[src/rtl/freelist.sv]
`default_nettype none
// ============================================================================
//  Module      : freelist
//  Description : Physical-register free list for a dual-issue rename stage.
//                Circular buffer of free preg indices with a speculative head
//                (rename allocations), an architectural head (committed
//                allocations) and a tail (reclaimed pregs). A flush rewinds
//                the speculative head onto the architectural head.
//  Revision    : 1.0  initial release
// ============================================================================
module freelist #(
   parameter int NUM_PREG = 64,
   parameter int FL_DEPTH = 32,
   parameter int PREG_W   = 6
) (
   input  logic              clock,
   input  logic              reset_n,
   input  logic              instr0_alloc_req,
   input  logic              instr1_alloc_req,
   output logic              fl_can_alloc,
   output logic [PREG_W-1:0] fl2rename_instr0_prd,
   output logic [PREG_W-1:0] fl2rename_instr1_prd,
   input  logic              commits0_valid,
   input  logic              commits0_need_to_wb,
   input  logic [PREG_W-1:0] commits0_old_prd,
   input  logic              commits1_valid,
   input  logic              commits1_need_to_wb,
   input  logic [PREG_W-1:0] commits1_old_prd,
   input  logic              flush_valid,
   output logic [PREG_W-1:0] fl_free_count
);

   // Index selects a slot; the extra pointer bit tells full apart from empty.
   localparam int c_IDX_W = $clog2(FL_DEPTH);
   localparam int c_PTR_W = c_IDX_W + 1;
   // The first preg that is not part of the reset architectural mapping.
   localparam int c_FIRST_FREE = NUM_PREG - FL_DEPTH;

   logic [PREG_W-1:0]  r_entry [FL_DEPTH];
   logic [c_PTR_W-1:0] r_spec_head;
   logic [c_PTR_W-1:0] r_arch_head;
   logic [c_PTR_W-1:0] r_tail;

   logic [1:0]         w_need;
   logic [1:0]         w_nfree;
   logic               w_free0;
   logic               w_free1;
   logic               w_alloc;
   logic [c_PTR_W-1:0] w_free_count;
   logic [c_PTR_W-1:0] w_arch_head_next;
   logic [c_PTR_W-1:0] w_tail_next;
   logic [c_PTR_W-1:0] w_spec_head_next;
   logic [c_IDX_W-1:0] w_spec_idx;
   logic [c_IDX_W-1:0] w_spec_idx1;
   logic [c_IDX_W-1:0] w_tail_idx0;
   logic [c_IDX_W-1:0] w_tail_idx1;

   // Request/free accounting, allocation grant and next-pointer arithmetic.
   always_comb begin
      w_need           = {1'b0, instr0_alloc_req} + {1'b0, instr1_alloc_req};
      w_free0          = commits0_valid & commits0_need_to_wb;
      w_free1          = commits1_valid & commits1_need_to_wb;
      w_nfree          = {1'b0, w_free0} + {1'b0, w_free1};
      // Occupancy uses this cycle's pointers only: same-cycle frees are not
      // visible to allocation, which keeps the grant path short.
      w_free_count     = r_tail - r_spec_head;
      fl_can_alloc     = (w_free_count >= c_PTR_W'(w_need));
      w_alloc          = fl_can_alloc & ~flush_valid;
      w_arch_head_next = r_arch_head + c_PTR_W'(w_nfree);
      w_tail_next      = r_tail + c_PTR_W'(w_nfree);
      w_spec_head_next = r_spec_head;
      if (flush_valid) begin
         w_spec_head_next = w_arch_head_next;
      end else if (w_alloc) begin
         w_spec_head_next = r_spec_head + c_PTR_W'(w_need);
      end
      // Slot 1 reads/writes one position further only when slot 0 is active.
      w_spec_idx       = r_spec_head[c_IDX_W-1:0];
      w_spec_idx1      = w_spec_idx + c_IDX_W'(instr0_alloc_req);
      w_tail_idx0      = r_tail[c_IDX_W-1:0];
      w_tail_idx1      = w_tail_idx0 + c_IDX_W'(w_free0);
   end

   // Zero-latency peeks of the next free pregs and the occupancy output.
   always_comb begin
      fl2rename_instr0_prd = r_entry[w_spec_idx];
      fl2rename_instr1_prd = r_entry[w_spec_idx1];
      fl_free_count        = PREG_W'(w_free_count);
   end

   // Pointer registers and free-list storage; reset fills the list with the
   // pregs above the architectural mapping and marks it full.
   always_ff @(posedge clock or negedge reset_n) begin
      if (!reset_n) begin
         r_spec_head <= '0;
         r_arch_head <= '0;
         r_tail      <= c_PTR_W'(FL_DEPTH);
         for (int i = 0; i < FL_DEPTH; i++) begin
            r_entry[i] <= PREG_W'(c_FIRST_FREE + i);
         end
      end else begin
         r_spec_head <= w_spec_head_next;
         r_arch_head <= w_arch_head_next;
         r_tail      <= w_tail_next;
         if (w_free0) begin
            r_entry[w_tail_idx0] <= commits0_old_prd;
         end
         if (w_free1) begin
            r_entry[w_tail_idx1] <= commits1_old_prd;
         end
      end
   end

endmodule
`default_nettype wire
[config.mk]
export PLATFORM = sky130hd
export DESIGN_NAME = freelist
export DESIGN_NICKNAME = d
export VERILOG_FILES = /design/src/rtl/freelist.sv
export SDC_FILE = /design/constraint.sdc
export NUM_CORES = 1
export LEC_CHECK = 0
export ABC_AREA = 1
export CELL_PAD_IN_SITES_DETAIL_PLACEMENT = 0
export CELL_PAD_IN_SITES_GLOBAL_PLACEMENT = 1
export CORE_UTILIZATION = 48
export CTS_BUF_LIST = sky130_fd_sc_hd__clkbuf_16
export CTS_CLUSTER_SIZE = 16
export DETAILED_ROUTE_END_ITERATION = 8
export HOLD_SLACK_MARGIN = 0.1
export PLACE_DENSITY_LB_ADDON = 0.1
export RECOVER_POWER = 50
export SLEW_MARGIN = 20
export SYNTH_ARGS = -nofsm -noshare
export SYNTH_HDL_FRONTEND = slang
export SYNTH_SLANG_ARGS = --single-unit
[constraint.sdc]
create_clock -name clock -period 7.3 [get_ports clock]
set_input_delay 1.095 -clock clock [delete_from_list [all_inputs] [get_ports clock]]
set_output_delay 1.095 -clock clock [all_outputs]
set_load 0.01 [all_outputs]
Yosys cells after proc, flatten, opt, wreduce, memory -nomap -nowiden

Index checks and enable logic that the tools add are counted.

Register bits after elaboration: 210
Latch bits: 0
Bits in writable memories: 0
Memory bits (read-only): 0
Input port bits: 21
Memories: 0

Add/sub/neg operators: 8
$mul: 0
Divide/modulo/power cells: 0
$lt $le $gt $ge: 7
Eq/ne operators: 0
Shift operators: 0
Muxes and demuxes: 16
Bitwise gates (word level): 8
Reductions and logical operators: 3

Operators by type and width:

| operator             | number |
|---|---|
| $bwmux W192          | 2 |
| $mux W192            | 2 |
| $bmux W6 S5          | 2 |
| $demux W6 S5         | 2 |
| $mux W6              | 8 |
| $ge A6 B6 Y1 const B | 4 |
| $not A5 Y6           | 4 |
| $add A6 B2 Y6        | 3 |
| $lt A6 B1 Y1 const B | 2 |
| $add A5 B1 Y5        | 2 |
| $ge A6 B2 Y1         | 1 |
| $sub A6 B6 Y6        | 1 |
| $add A1 B1 Y2        | 2 |
| $and A1 B1 Y1        | 3 |
| $logic_and A1 B1 Y1  | 2 |
| $reduce_bool A2 Y1   | 1 |
| $not A1 Y1           | 1 |

Longest topological paths before layout

Depth after elaboration: 9
Gate-level depth with buffers: 14
Gate-level depth less buffers: 13

Worst setup path before layout

OpenSTA, ideal clock, no wires.

Path kind: input to output
Start: input port instr0_alloc_req
End: output port fl2rename_instr1_prd[3]
Arrival time: 2.650 ns
Data required time: 6.205 ns
Path slack: 3.555 ns
Cell stages on the path: 10
Cell sequence: ha_1 -> ha_1 -> clkbuf_1 -> clkbuf_1 -> o211ai_1 -> nand3_1 -> nand3_1 -> nand2_1 -> nand2_1 -> nand2_1

Longest elaborated chain between the ends: 5

Ends and longest elaborated chain:

| what                                       | line | text |
|---|---|---|
| start: declaration                         | 18   | `input logic instr0_alloc_req,` |
| $add A5 B1 Y5                              | 79   | `w_spec_idx1 = w_spec_idx + c_IDX_W'(instr0_alloc_req);` |
| $not A5 Y6 (implied by the code)           | 87   | `fl2rename_instr1_prd = r_entry[w_spec_idx1];` |
| $bmux W6 S5                                | 87   |  |
| $mux W6 (implied by the code) (2 in a row) | 87   |  |
| end: declaration                           | 22   | `output logic [PREG_W-1:0] fl2rename_instr1_prd,` |

No other way between the ends. The select of a mux whose other input is x is not followed.

Worst setup path in the final report

Start: input port instr0_alloc_req
End: output port fl2rename_instr1_prd[0]

Same word-level chain as after synthesis.

==> results by group <==
Placement
  – RD Place Congestion: 0.944
  – Cells after DPL: 2654
  – Port Buffers: 39
  – Dpl cell area: 15300 µm²
  – HPWL after detailed placement: 36800 µm
  – Place WS: 1.74 ns

Clock tree
  – CTS tree: done
  – CTS-repair resized insts: 0
  – Clock sink count: 210
  – Setup repair bufs after CTS: 0
  – Root buffer cell: clkbuf_16
  – CTS max path bufs: 3
  – Worst-Skew Late Latency: 0.55 ns
  – TritonCTS Buffers: 26
  – CTS H-Tree Depth: 1
  – Reg clk slew, reported paths: 0.06 ns
  – CTS Hold Bufs: 0

Critical path
  – Most used cell, CP: nand2_1
  – Req. time, crit path: 6.20 ns
  – Worst Setup End Kind: primary output
  – CP arrival: 4.54 ns
  – Critical path type: input pin to primary output
  – Critical Path Fanout Max: 52
  – RR Startpoint: r_spec_head[2]$_DFFE_PN0P_
  – Crit path largest cell delay: 0.78 ns
  – Worst path cell trace: clkdlybuf4s50_1 -> ha_4 -> ha_2 -> buf_4 -> o211ai_1 -> nand3_1 -> nand3_1 -> nand2_1 -> nand2_1 -> nand2_1 -> clkdlybuf4s50_1
  – Critical path launch point: instr0_alloc_req
  – Crit path launch type: input pin
  – Slowest CP cell: ha_2

STA
  – Count of final hold-check violations: 0
  – Setup TNS: 0 ns
  – Max Freq: 178 MHz
  – Slew HR: -1.65
  – Post-layout min period: 5.63 ns
  – Fin Hold WS: 0.499 ns
  – Setup violations, final: 0
  – Setup Skew: 0.0226 ns
  – Setup ws final: 1.67 ns
  – RSZ-0062 raised after global routing: false
  – Period utilisation layout: 0.771
  – Tightest Pin Transition: 3.98 ns
  – Final Max Tran Viols: 128

Synthesis
  – Synthesized net count: 2399
  – Yosys warnings: 0
  – Post-Synthesis Cells: 2355
  – Largest cells by area after synthesis: nand2_1 (27%), dfstp_2 (20%), dfrtp_1 (16%)
  – Most common cell in the netlist: nand2_1
  – FF+latch count, synth: 210
  – Cell Area, Synth: 14800 µm²
  – Top cell type's share of synthesized area: 0.271
  – Dominant cell type by area after synthesis: nand2_1
  – Prevailing post-synth register cell: dfstp_2
  – Sequential share of the synthesized area: 0.364
  – Syn Area/Cell: 6.30 µm²
  – Post-synth cell types: 26
  – EDFF count, synth: 0
  – Commonest cells in the netlist: nand2_1 (1070), o21ai_0 (293), nand3_1 (159), inv_1 (151), dfstp_2 (113)
  – Post-synthesis async set-or-reset flop share: 1.00

Power and ir drop
  – Overall Power: 8.21 mW
  – Leak: 7.59 nW
  – Power density cells: 511 nW/µm²
  – Max VDD drop: 0.353 mV

Global route
  – First-pass GRT wire length: 86900 µm
  – Gr ovfl total: 0
  – Vias in the first global route: 14228
  – Global-route usage over all layers: 0.368
  – Largest net degree at the start of global routing: 102
  – Initial antenna violation count: 1

Cells and area
  – Nets: 2336
  – Cell area after layout: 16100 µm²
  – Layout cells sized above 1: 0.0787
  – Area Growth Syn to Fin: 8.32%
  – Layout Utilization: 0.535
  – Final Non-Filler Cells: 2702
  – N_diodes: 0

Min path
  – Hold_sp: r_arch_head[5]$_DFF_PN0_
  – HP Class: flop to flop

Route
  – Initial drt markers: 2043
  – TritonRoute pass-1 iters: 6
  – DRT Wirelength: 57400 µm
  – Final ANT Viol Nets: 0
  – Residual DRC: 0
  – DR vias: 15617
  – Per-cell routed wire length: 21.2 µm
  – DR vias/cell: 5.78

Floorplan
  – Die area: 31600 µm²
  – Row count: 63
  – CORE AREA: 30000 µm²
  – # IOs: 40
  – Starting density of the core: 0.494
  – Die width: 178 µm
  – Die Y: 178 µm

Status
  – Status: finished, violations left
  – Failing checks: capacitance limit, slew limit

Run
  – Max-Cap Viols: 2
## sequential cells by signal (all words and copies together) (netlist names)
name and cells:
r_tail 6, r_spec_head 6, r_arch_head 6, r_entry 192
## where the power goes
| part | internal [mW] | switching (mW) |
|---|---|---|
| clock | 0.734 | 0.537 |
| sequential | 1.88 | 0.634 |
| combinational | 1.57 | 2.86 |
| total | 4.18 | 4.03 |
## worst paths after layout
check | to | slack, ns | depth (start not counted)
max in group asynchronous | r_entry[51]$_DFF_PN0_ | 2.42 | 2
min in group asynchronous | r_arch_head[1]$_DFF_PN0_ | 0.58 | 1
worst min register to register | r_arch_head[5]$_DFF_PN0_ | 0.50 | 2
worst min-delay path | r_arch_head[5]$_DFF_PN0_ | 0.50 | 2
worst max register to register | r_spec_head[0]$_DFFE_PN0P_ | 3.54 | 11
worst max-delay path | fl2rename_instr1_prd[0] | 1.67 | 11
## critical path: cells and delay by family
kind,cells,cell delay [ns]
AND/OR/NAND/NOR,5,0.56
adder cells (fa/ha/maj),2,1.00
buffers and inverters,3,1.66
AO/OA/AOI/OAI,1,0.17
## cells in the final DEF (no fill, tap or decap), types with 2 or more instances in the layout
master / count
nand2_1: 1070
o21ai_0: 293
nand3_1: 159
inv_1: 155
dfstp_2: 113
dfrtp_1: 95
nor2_1: 94
a21oi_1: 87
o211ai_1: 72
clkdlybuf4s50_1: 31
clkbuf_16: 27
ha_1: 17
nor3_1: 16
buf_4: 15
xor2_1: 12
clkinv_1: 8
nand4_1: 8
buf_2: 6
inv_2: 5
fa_1: 4
nor3_2: 2
xnor2_1: 2
a21boi_0: 2
clkinv_2: 2
bufinv_16: 2
clkbuf_1: 2
## per-layer routing
metal  global-route usage  vias up  share of wire
li1                     -     7454              -
met1                0.534     7255           0.44
met2                0.546      788           0.42
met3               0.0619      120           0.10
met4                0.135        0          0.039
met5                    0        -              0
## kinds of logic (layout without fill, tap and decap cells)
kind of cell               count (synthesis)  count (layout)  share of synthesized area
AOI/OAI and AO/OA                        456             456                      0.167
DFF                                      210             210                      0.364
xor gates and xnor gates                  16              16                    0.00996
and+or+nand+nor                         1349            1349                      0.358
adders and majority gates                 23              23                     0.0214
buffers and inverters                    301             258                     0.0795
## final cells by class
type	instances	area, µm²
tap	390	488
inverter	153	574
sequential	210	5400
fill	3151	14000
multi-input combinational	1844	8280
clock inverter	21	143
timing repair buffer	57	504
clock buffer	27	676
No activity file was read; power rests on OpenSTA's default activity.
